<file path="src/rtl/isa_pkg.sv">
// ALU op encoding plus the issue-stage occupancy states and pipeline-register payloads
// shared by fu_alu_issue and its neighbours.
package isa_pkg;

  localparam int unsigned XLEN  = 32;
  localparam int unsigned REG_W = 5;

  typedef enum logic [3:0] {
    ALU_ADD  = 4'd0,
    ALU_SUB  = 4'd1,
    ALU_AND  = 4'd2,
    ALU_OR   = 4'd3,
    ALU_XOR  = 4'd4,
    ALU_SLL  = 4'd5,
    ALU_SRL  = 4'd6,
    ALU_SRA  = 4'd7,
    ALU_SLT  = 4'd8,
    ALU_SLTU = 4'd9
  } aluop_t;

  // Occupancy of the E (execute) and W (writeback) registers
  typedef enum logic [1:0] {
    EMPTY  = 2'd0,
    E_ONLY = 2'd1,
    W_ONLY = 2'd2,
    FULL   = 2'd3
  } fu_issue_state_t;

  // Execute-stage payload: what the ALU sees
  typedef struct packed {
    aluop_t            aluop;
    logic [XLEN-1:0]   port_a;
    logic [XLEN-1:0]   port_b;
    logic [REG_W-1:0]  rd;
  } e_stage_t;

  // Writeback-stage payload; ovf marks an ADD/SUB overflow for the counter
  typedef struct packed {
    logic [XLEN-1:0]   data;
    logic              zero;
    logic              negative;
    logic              ovf;
    logic              exc;
    logic              we;
    logic [REG_W-1:0]  rd;
  } w_stage_t;

  // Only ADD/SUB produce a meaningful signed-overflow indication
  function automatic logic is_addsub(input aluop_t op);
    return (op == ALU_ADD) || (op == ALU_SUB);
  endfunction

endpackage : isa_pkg

</file>
<file path="src/rtl/fu_alu_issue.sv">
// ALU functional-unit issue/writeback wrapper.
// Takes decoded ALU ops from dispatch (in_*), holds them in an execute register that
// drives the external combinational ALU (alu_*), and captures the ALU result and flags
// into a writeback register offered to the register file (wb_*).
// Ports:
//   CLK, rst            clock, synchronous active-high reset
//   flush               discard every in-flight op
//   in_*                dispatch valid/ready op interface
//   alu_*               connection to the fu_alu_if alu modport
//   wb_*                writeback valid/ready result interface
//   ops_retired         wrapping count of writeback handshakes
//   ovf_count           saturating count of retired ADD/SUB overflows
module fu_alu_issue
  import isa_pkg::*;
#(
  parameter int unsigned TAG_W       = 4,
  parameter int unsigned CNT_W       = 16,
  parameter int unsigned TRAP_ON_OVF = 1
) (
  input  logic              CLK,
  input  logic              rst,
  input  logic              flush,

  input  logic              in_valid,
  output logic              in_ready,
  input  aluop_t            in_aluop,
  input  logic [XLEN-1:0]   in_rs1_val,
  input  logic [XLEN-1:0]   in_rs2_val,
  input  logic [XLEN-1:0]   in_imm,
  input  logic              in_use_imm,
  input  logic [REG_W-1:0]  in_rd,
  input  logic [TAG_W-1:0]  in_tag,

  output logic              alu_enable,
  output aluop_t            alu_aluop,
  output logic [XLEN-1:0]   alu_port_a,
  output logic [XLEN-1:0]   alu_port_b,
  input  logic [XLEN-1:0]   alu_port_output,
  input  logic              alu_overflow,
  input  logic              alu_zero,
  input  logic              alu_negative,

  output logic              wb_valid,
  input  logic              wb_ready,
  output logic [REG_W-1:0]  wb_rd,
  output logic [XLEN-1:0]   wb_data,
  output logic              wb_we,
  output logic              wb_exc,
  output logic              wb_zero,
  output logic              wb_negative,
  output logic [TAG_W-1:0]  wb_tag,

  output logic [CNT_W-1:0]  ops_retired,
  output logic [CNT_W-1:0]  ovf_count
);

  fu_issue_state_t    r_state;
  fu_issue_state_t    w_state_nxt;
  e_stage_t           r_e;
  w_stage_t           r_w;
  logic [TAG_W-1:0]   r_e_tag;
  logic [TAG_W-1:0]   r_w_tag;
  logic [CNT_W-1:0]   r_ops_retired;
  logic [CNT_W-1:0]   r_ovf_count;

  logic               w_e_valid;
  logic               w_w_valid;
  logic               w_adv;
  logic               w_accept;
  logic               w_retire;
  logic               w_e_nxt;
  logic               w_w_nxt;
  logic               w_ovf;
  logic               w_exc;
  logic [XLEN-1:0]    w_opb;

  // Stage valids are decoded from the occupancy state
  assign w_e_valid = (r_state == E_ONLY) || (r_state == FULL);
  assign w_w_valid = (r_state == W_ONLY) || (r_state == FULL);

  // E moves into W whenever W is free or being drained this cycle
  assign w_adv    = w_e_valid && (!w_w_valid || wb_ready);
  assign in_ready = !flush && (!w_e_valid || w_adv);
  assign w_accept = in_valid && in_ready;
  assign w_retire = w_w_valid && wb_ready;

  assign w_opb = in_use_imm ? in_imm : in_rs2_val;

  // Overflow is only meaningful for ADD/SUB; trapping is a build-time choice
  assign w_ovf = alu_overflow && is_addsub(r_e.aluop);
  assign w_exc = (TRAP_ON_OVF != 0) && w_ovf;

  // Occupancy next-state; flush empties both stages
  always_comb begin
    w_e_nxt     = 1'b0;
    w_w_nxt     = 1'b0;
    w_state_nxt = r_state;
    if (!flush) begin
      w_e_nxt = w_accept || (w_e_valid && !w_adv);
      w_w_nxt = w_adv || (w_w_valid && !wb_ready);
    end
    case ({w_w_nxt, w_e_nxt})
      2'b00:   w_state_nxt = EMPTY;
      2'b01:   w_state_nxt = E_ONLY;
      2'b10:   w_state_nxt = W_ONLY;
      default: w_state_nxt = FULL;
    endcase
  end

  // Occupancy state register
  always_ff @(posedge CLK) begin
    if (rst) begin
      r_state <= EMPTY;
    end else begin
      r_state <= w_state_nxt;
    end
  end

  // Execute-stage register
  always_ff @(posedge CLK) begin
    if (rst) begin
      r_e     <= '0;
      r_e_tag <= '0;
    end else if (w_accept) begin
      r_e.aluop  <= in_aluop;
      r_e.port_a <= in_rs1_val;
      r_e.port_b <= w_opb;
      r_e.rd     <= in_rd;
      r_e_tag    <= in_tag;
    end
  end

  // Writeback-stage register; an excepting op never writes the register file
  always_ff @(posedge CLK) begin
    if (rst) begin
      r_w     <= '0;
      r_w_tag <= '0;
    end else if (w_adv && !flush) begin
      r_w.data     <= alu_port_output;
      r_w.zero     <= alu_zero;
      r_w.negative <= alu_negative;
      r_w.ovf      <= w_ovf;
      r_w.exc      <= w_exc;
      r_w.we       <= (r_e.rd != REG_W'(0)) && !w_exc;
      r_w.rd       <= r_e.rd;
      r_w_tag      <= r_e_tag;
    end
  end

  // Performance counters; a handshake coinciding with flush still counts
  always_ff @(posedge CLK) begin
    if (rst) begin
      r_ops_retired <= '0;
      r_ovf_count   <= '0;
    end else if (w_retire) begin
      r_ops_retired <= r_ops_retired + CNT_W'(1);
      if (r_w.ovf && (r_ovf_count != {CNT_W{1'b1}})) begin
        r_ovf_count <= r_ovf_count + CNT_W'(1);
      end
    end
  end

  // ALU drive is quiet (all zero) while E is empty
  assign alu_enable = w_e_valid;
  assign alu_aluop  = w_e_valid ? r_e.aluop  : aluop_t'(4'd0);
  assign alu_port_a = w_e_valid ? r_e.port_a : XLEN'(0);
  assign alu_port_b = w_e_valid ? r_e.port_b : XLEN'(0);

  assign wb_valid    = w_w_valid;
  assign wb_rd       = r_w.rd;
  assign wb_data     = r_w.data;
  assign wb_we       = r_w.we;
  assign wb_exc      = r_w.exc;
  assign wb_zero     = r_w.zero;
  assign wb_negative = r_w.negative;
  assign wb_tag      = r_w_tag;

  assign ops_retired = r_ops_retired;
  assign ovf_count   = r_ovf_count;

endmodule : fu_alu_issue

</file>
<file path="config.mk">
export PLATFORM = sky130hd
export DESIGN_NAME = fu_alu_issue
export DESIGN_NICKNAME = d
export VERILOG_FILES = /design/src/rtl/isa_pkg.sv /design/src/rtl/fu_alu_issue.sv
export SDC_FILE = /design/constraint.sdc
export NUM_CORES = 1
export LEC_CHECK = 0
export BUFFER_PORTS_ARGS = -buffer_cell sky130_fd_sc_hd__clkbuf_2
export CORE_UTILIZATION = 43
export DETAILED_ROUTE_END_ITERATION = 10
export GPL_ROUTABILITY_DRIVEN = 0
export GPL_TIMING_DRIVEN = 0
export PLACE_DENSITY_LB_ADDON = 0.1
export SLEW_MARGIN = 20
export SYNTH_ARGS = -nofsm -noshare
export SYNTH_HDL_FRONTEND = slang
export SYNTH_SLANG_ARGS = --single-unit
</file>
<file path="constraint.sdc">
create_clock -name CLK -period 1.79 [get_ports CLK]
set_input_delay 0 -clock CLK [delete_from_list [all_inputs] [get_ports CLK]]
set_output_delay 0 -clock CLK [all_outputs]
set_load 0.1 [all_outputs]
</file>
* Word level (Yosys, flattened, before mapping)
Index checks and enable logic that the tools add are counted.
** Storage, ports and cells
- Register bits after elaboration :: 156
- Input port bits :: 150
- Output and inout port bits :: 148
- Logic and storage cells :: 58
** Operators by class
- Add/sub/neg operators :: 2
- Equal/unequal tests :: 7
- Multiplexer cells :: 7
- Reduce and logical (&&, ||, !) cells :: 27
** Operator list (number)
- $mux W32 :: 3
- $add A16 B1 Y16 const B :: 2
- $ne A16 B16 Y1 const B :: 1
- $logic_and A1 B1 Y1 :: 10
- $logic_or A1 B1 Y1 :: 7
- $eq A2 B2 Y1 const B :: 3
- $logic_not A1 Y1 :: 6
- $pmux W2 S3 :: 1
- $reduce_bool A5 Y1 :: 1
- $eq A2 B1 Y1 const B :: 2
- $eq A4 B1 Y1 const B :: 1
- $logic_not A4 Y1 :: 1
- $mux W4 :: 1
- $logic_not A2 Y1 :: 1
- $mux W1 :: 2
- $reduce_and A2 Y1 :: 1

* Depth between registers and ports, before layout
- Depth after elaboration :: 12
- Mapped depth :: 7
- Depth with buffers taken out :: 5

* Worst setup path after synthesis
No wires, ideal clock.
- Path kind :: register to register
- Start :: reg r_ovf_count[0] (netlist: ovf_count[0])
- End :: reg r_ovf_count[14] (netlist: ovf_count[14])
- Library setup time :: 70 ps
- Arrival :: 2481 ps
- Data required time :: 1720 ps
- Setup slack :: -760 ps
- Stages on the path, launching flop included :: 7
- Buffers on the path :: 1
- Period minus slack after synthesis :: 2550 ps
- Cells stage by stage :: dfxtp_1 > ha_1 > nand3_4 > or2_0 > buf_2 > or4_1 > a21oi_1
** Between the ends
- Cells in the longest elaborated chain, start to end :: 3
- Elaborated cells on any way between the ends :: 4
- Those cells by class :: add/sub: 1; eq/ne: 1; reduce/logical: 2
** RTL lines
- start: declaration :: line fu_alu_issue.sv:64 : logic [CNT_W-1:0] r_ovf_count;
- start signal: assignment :: line fu_alu_issue.sv:158 : r_ovf_count <= r_ovf_count + CNT_W'(1);
- branches (longest 3 deep; another with $add A16 B1 Y16)
Several ways; the timed one is not identified.
A chain may end at the register's enable or synchronous reset.

* Worst setup path after layout
- Start :: reg r_state[0]
- End :: out alu_port_b[13]
** Between the ends
- Cells in the longest elaborated chain, start to end :: 3
- Elaborated cells on any way between the ends :: 4
- Those cells by class :: eq/ne: 2; mux: 1; reduce/logical: 1
** RTL lines
- start: declaration :: line fu_alu_issue.sv:57 : fu_issue_state_t r_state;
- start signal: assignment :: line fu_alu_issue.sv:115 : r_state <= w_state_nxt;
- $eq A2 B1 Y1 or $eq A2 B2 Y1 (tied branches) :: line fu_alu_issue.sv:78 : assign w_e_valid = (r_state == E_ONLY) || (r_state == FULL);
- $logic_or A1 B1 Y1 (*) :: line fu_alu_issue.sv:78
- $mux W32 (*) :: line fu_alu_issue.sv:167 : assign alu_port_b = w_e_valid ? r_e.port_b : XLEN'(0);
- end: declaration :: line fu_alu_issue.sv:37 : output logic [XLEN-1:0] alu_port_b,
Every way passes the cells marked *; elsewhere a longest branch is shown, timed or not.

==> flow_summary_export.csv <==
group,metric,value,unit
floorplanning,std_cell_rows,44,
placed_design,dp_hpwl,14200,um
sta,min_period,1.74,ns
logic_synthesis,yosys.area_share.adder,0.00379,
global_routing,grt_pass1_wl,37100,um
finish,regArea,3220,sq um
logic_synthesis,synth_top_family_by_area,"simple AND/OR/NAND/NOR gates",
cts,cts_buffers,17,
logic_synthesis,synth_compound_area_frac,0.144,
global_routing,antenna_found_initial,0,
cts,worstSkewPairLatency,0.42,ns
logic_synthesis,synthTopCellsByCount,"nand2_1 (185), dfxtp_1 (156), a21oi_1 (109), and2_1 (69), nor2_1 (49)",
global_routing,grt_usage,0.297,
setup_path,critPathRequiredTime,1.79,ns
logic_synthesis,synthArstFlopShare,0,
logic_synthesis,synth_xor_area_frac,0.0133,
setup_path,critPathMaxFanout,10,
finish,area_growth,67.7,%
global_routing,grt_max_degree,17,
sta,slew_headroom,0.509,
floorplanning,ioPinCount,298,
cts,cts_sinks,156,
sta,hold_viol,0,
finish,fin_area,11100,sq um
detailed_routing,routed_wl,23800,um
floorplanning,die_area,15800,sq um
finish,num-fill-cells,1037,
logic_synthesis,ys_ff_latch,156,
logic_synthesis,syn_area,6600,sq um
global_routing,grt_pass1_vias,7629,
logic_synthesis,synth_top_cell_area_share,0.473,
sta,finalSetupViolCount,0,
detailed_routing,drc_errors,0,
placed_design,post-place-cells,1280,
logic_synthesis,synth_edf_count,0,
min_path,hp-class,"in -> reg",
detailed_routing,vias_per_cell,5.15,
global_routing,grt_overflow_total,0,
sta,slew_viol_final,0,
logic_synthesis,yosysWarnings,0,
sta,setup_tns,0,ns
sta,min_period_over_period,0.971,
finish,antenna_cells,0,
logic_synthesis,yosysSeqAreaShare,0.473,
logic_synthesis,avgSynthCellArea,8.24,sq um
logic_synthesis,synth_ff_type,"dfxtp_1",
logic_synthesis,synthMostInstantiatedCell,"nand2_1",
cts,htree_levels,4,
logic_synthesis,yosys.area_share.simple,0.266,
detailed_routing,routedWlPerCell,16.2,um
power_and_ir_drop,leakage,4.81,nW
finish,multi_input_area,3240,sq um
setup_path,path_class,"reg -> out",
floorplanning,core_area,14800,sq um
placed_design,place_area,8420,sq um
detailed_routing,drt_iter0_markers,322,
placed_design,io_buffers,295,
power_and_ir_drop,vdd_drop_max,0.653,mV
floorplanning,initial_utilization,0.447,
detailed_routing,ant_nets,0,
cts,cts.clk_slew.worst_paths,0.06,ns
floorplanning,die_w,126,um
logic_synthesis,synth_nets,953,
sta,fmax,575,MHz
run_status,status,"finished, final reports clean",
cts,cts_tree,"built",
power_and_ir_drop,powerDensity,793,nW/um^2
detailed_routing,vias,7542,
logic_synthesis,synth.area.mux_share,0.0550,
cts,root_buffer,"clkbuf_16",
finish,fin_util,0.750,
finish,drive_gt1_frac,0.331,
setup_path,end_kind,"primary output",
cts,cts_buffer_depth,2,
logic_synthesis,synth_cells,801,
sta,worst_pin_slew,0.737,ns
setup_path,start_kind,"register",
setup_path,arrival,1.74,ns
job,cap_viol_max_count,0,
sta,clock_skew,0.0102,ns
logic_synthesis,synth_top_area_cell,"dfxtp_1",
floorplanning,die_y,126,um
detailed_routing,firstDrtPassIters,5,
finish,fin_nets,1419,
logic_synthesis,yosys-top-cells-area,"dfxtp_1 (47%), nand2_1 (11%), a21oi_1 (8.3%)",
logic_synthesis,yosys.cell_types.count,43,
finish,final_cell_count_no_fill,1464,
[layout make-up]
cell class,instances,share of cell area
inverters,3,0.00102
well taps,184,0.0208
repair buffers,449,0.307
flip-flops and latches,156,0.291
clock inverters,7,0.00882
plain buffers,60,0.0292
clock buffers,25,0.0495
multi-input cells,580,0.293
[placed cells by master, fill, tap and decap left out, types with 31 or more instances in the layout]
| cell | Yosys | routed |
|---|---|---|
| nor2_1 | 49 | 49 |
| a21oi_1 | 109 | 108 |
| clkbuf_8 | 2 | 36 |
| mux2i_1 | 34 | 34 |
| dlygate4sd3_1 | 0 | 145 |
| clkbuf_2 | 0 | 238 |
| nand2_1 | 185 | 185 |
| dfxtp_1 | 156 | 123 |
| a211oi_1 | 33 | 31 |
| buf_4 | 1 | 41 |
| and2_1 | 69 | 69 |
[sequential cells by signal, indices dropped and copies added, names as in the netlist]
name / flops
wb_we: 1
wb_exc: 1
wb_tag: 4
ops_retired: 16
ovf_count: 16
r_e: 73
wb_data: 32
wb_negative: 1
wb_zero: 1
r_e_tag: 4
wb_rd: 5
r_state: 2
[report_power, final]
| part | total, mW | internal, mW | switching [mW] | leakage [nW] |
|---|---|---|---|---|
| combinational | 1.29 | 0.560 | 0.734 | 3.20 |
| clock | 3.86 | 2.41 | 1.45 | 0.312 |
| sequential | 3.62 | 3.56 | 0.0622 | 1.29 |
[final timing paths]
kind | depth (start not counted) | endpoint | slack [ns] | start
worst max-delay path | 4 | alu_port_b[13] | 0.05 | r_state[0]
worst max register to register | 7 | r_e[9] | 0.07 | r_state[1]
worst min-delay path | 2 | r_state[0] | 0.09 | flush
worst min register to register | 2 | wb_tag[1] | 0.45 | r_e_tag[1]
[logic make-up (layout without fill, tap and decap cells)]
| group | after synthesis | in the layout |
|---|---|---|
| compound gates | 164 | 164 |
| xor+xnor | 10 | 10 |
| fa+ha+maj | 2 | 2 |
| buf+inv | 65 | 544 |
| flops | 156 | 156 |
| mux | 36 | 36 |
| simple gates | 368 | 368 |
[critical path, stage by stage (launching register included)]
cell and delay [ns]:
dfxtp_2 0.38, buf_4 0.21, clkbuf_2 0.24, and2_1 0.19, buf_4 0.30
[metal layers]
metal,vias up,track usage,share of wire
li1,3663,-,-
met1,3538,0.318,0.39
met2,283,0.538,0.51
met3,58,0.0896,0.070
met4,0,0.129,0.030
met5,-,0,0
[through the flow]
stage          power [mW]  worst slack, ns  hold slack, ns
6_report             8.78           0.0519          0.0901
2_1_floorplan        4.30           -0.122           0.136
3_3_place_gp         4.61           -0.207           0.224
3_5_place_dp         4.61           -0.212           0.228
5_1_grt              9.08          -0.0183          0.0998
4_1_cts              8.75         0.000257          0.0372
[repair_timing]
| action | 4_1_cts | 5_1_grt |
|---|---|---|
| endpoints found under the setup margin | 184 | 171 |
| hold buffers | 145 | 0 |
| pin swaps | 1 | 4 |
| setup buffers | 1 | 7 |
| gates resized for setup | 124 | 70 |
| hold endpoints to repair | 113 | 0 |
| gates cloned | 0 | 1 |
Note: power is estimated with default switching activity, not from simulation.
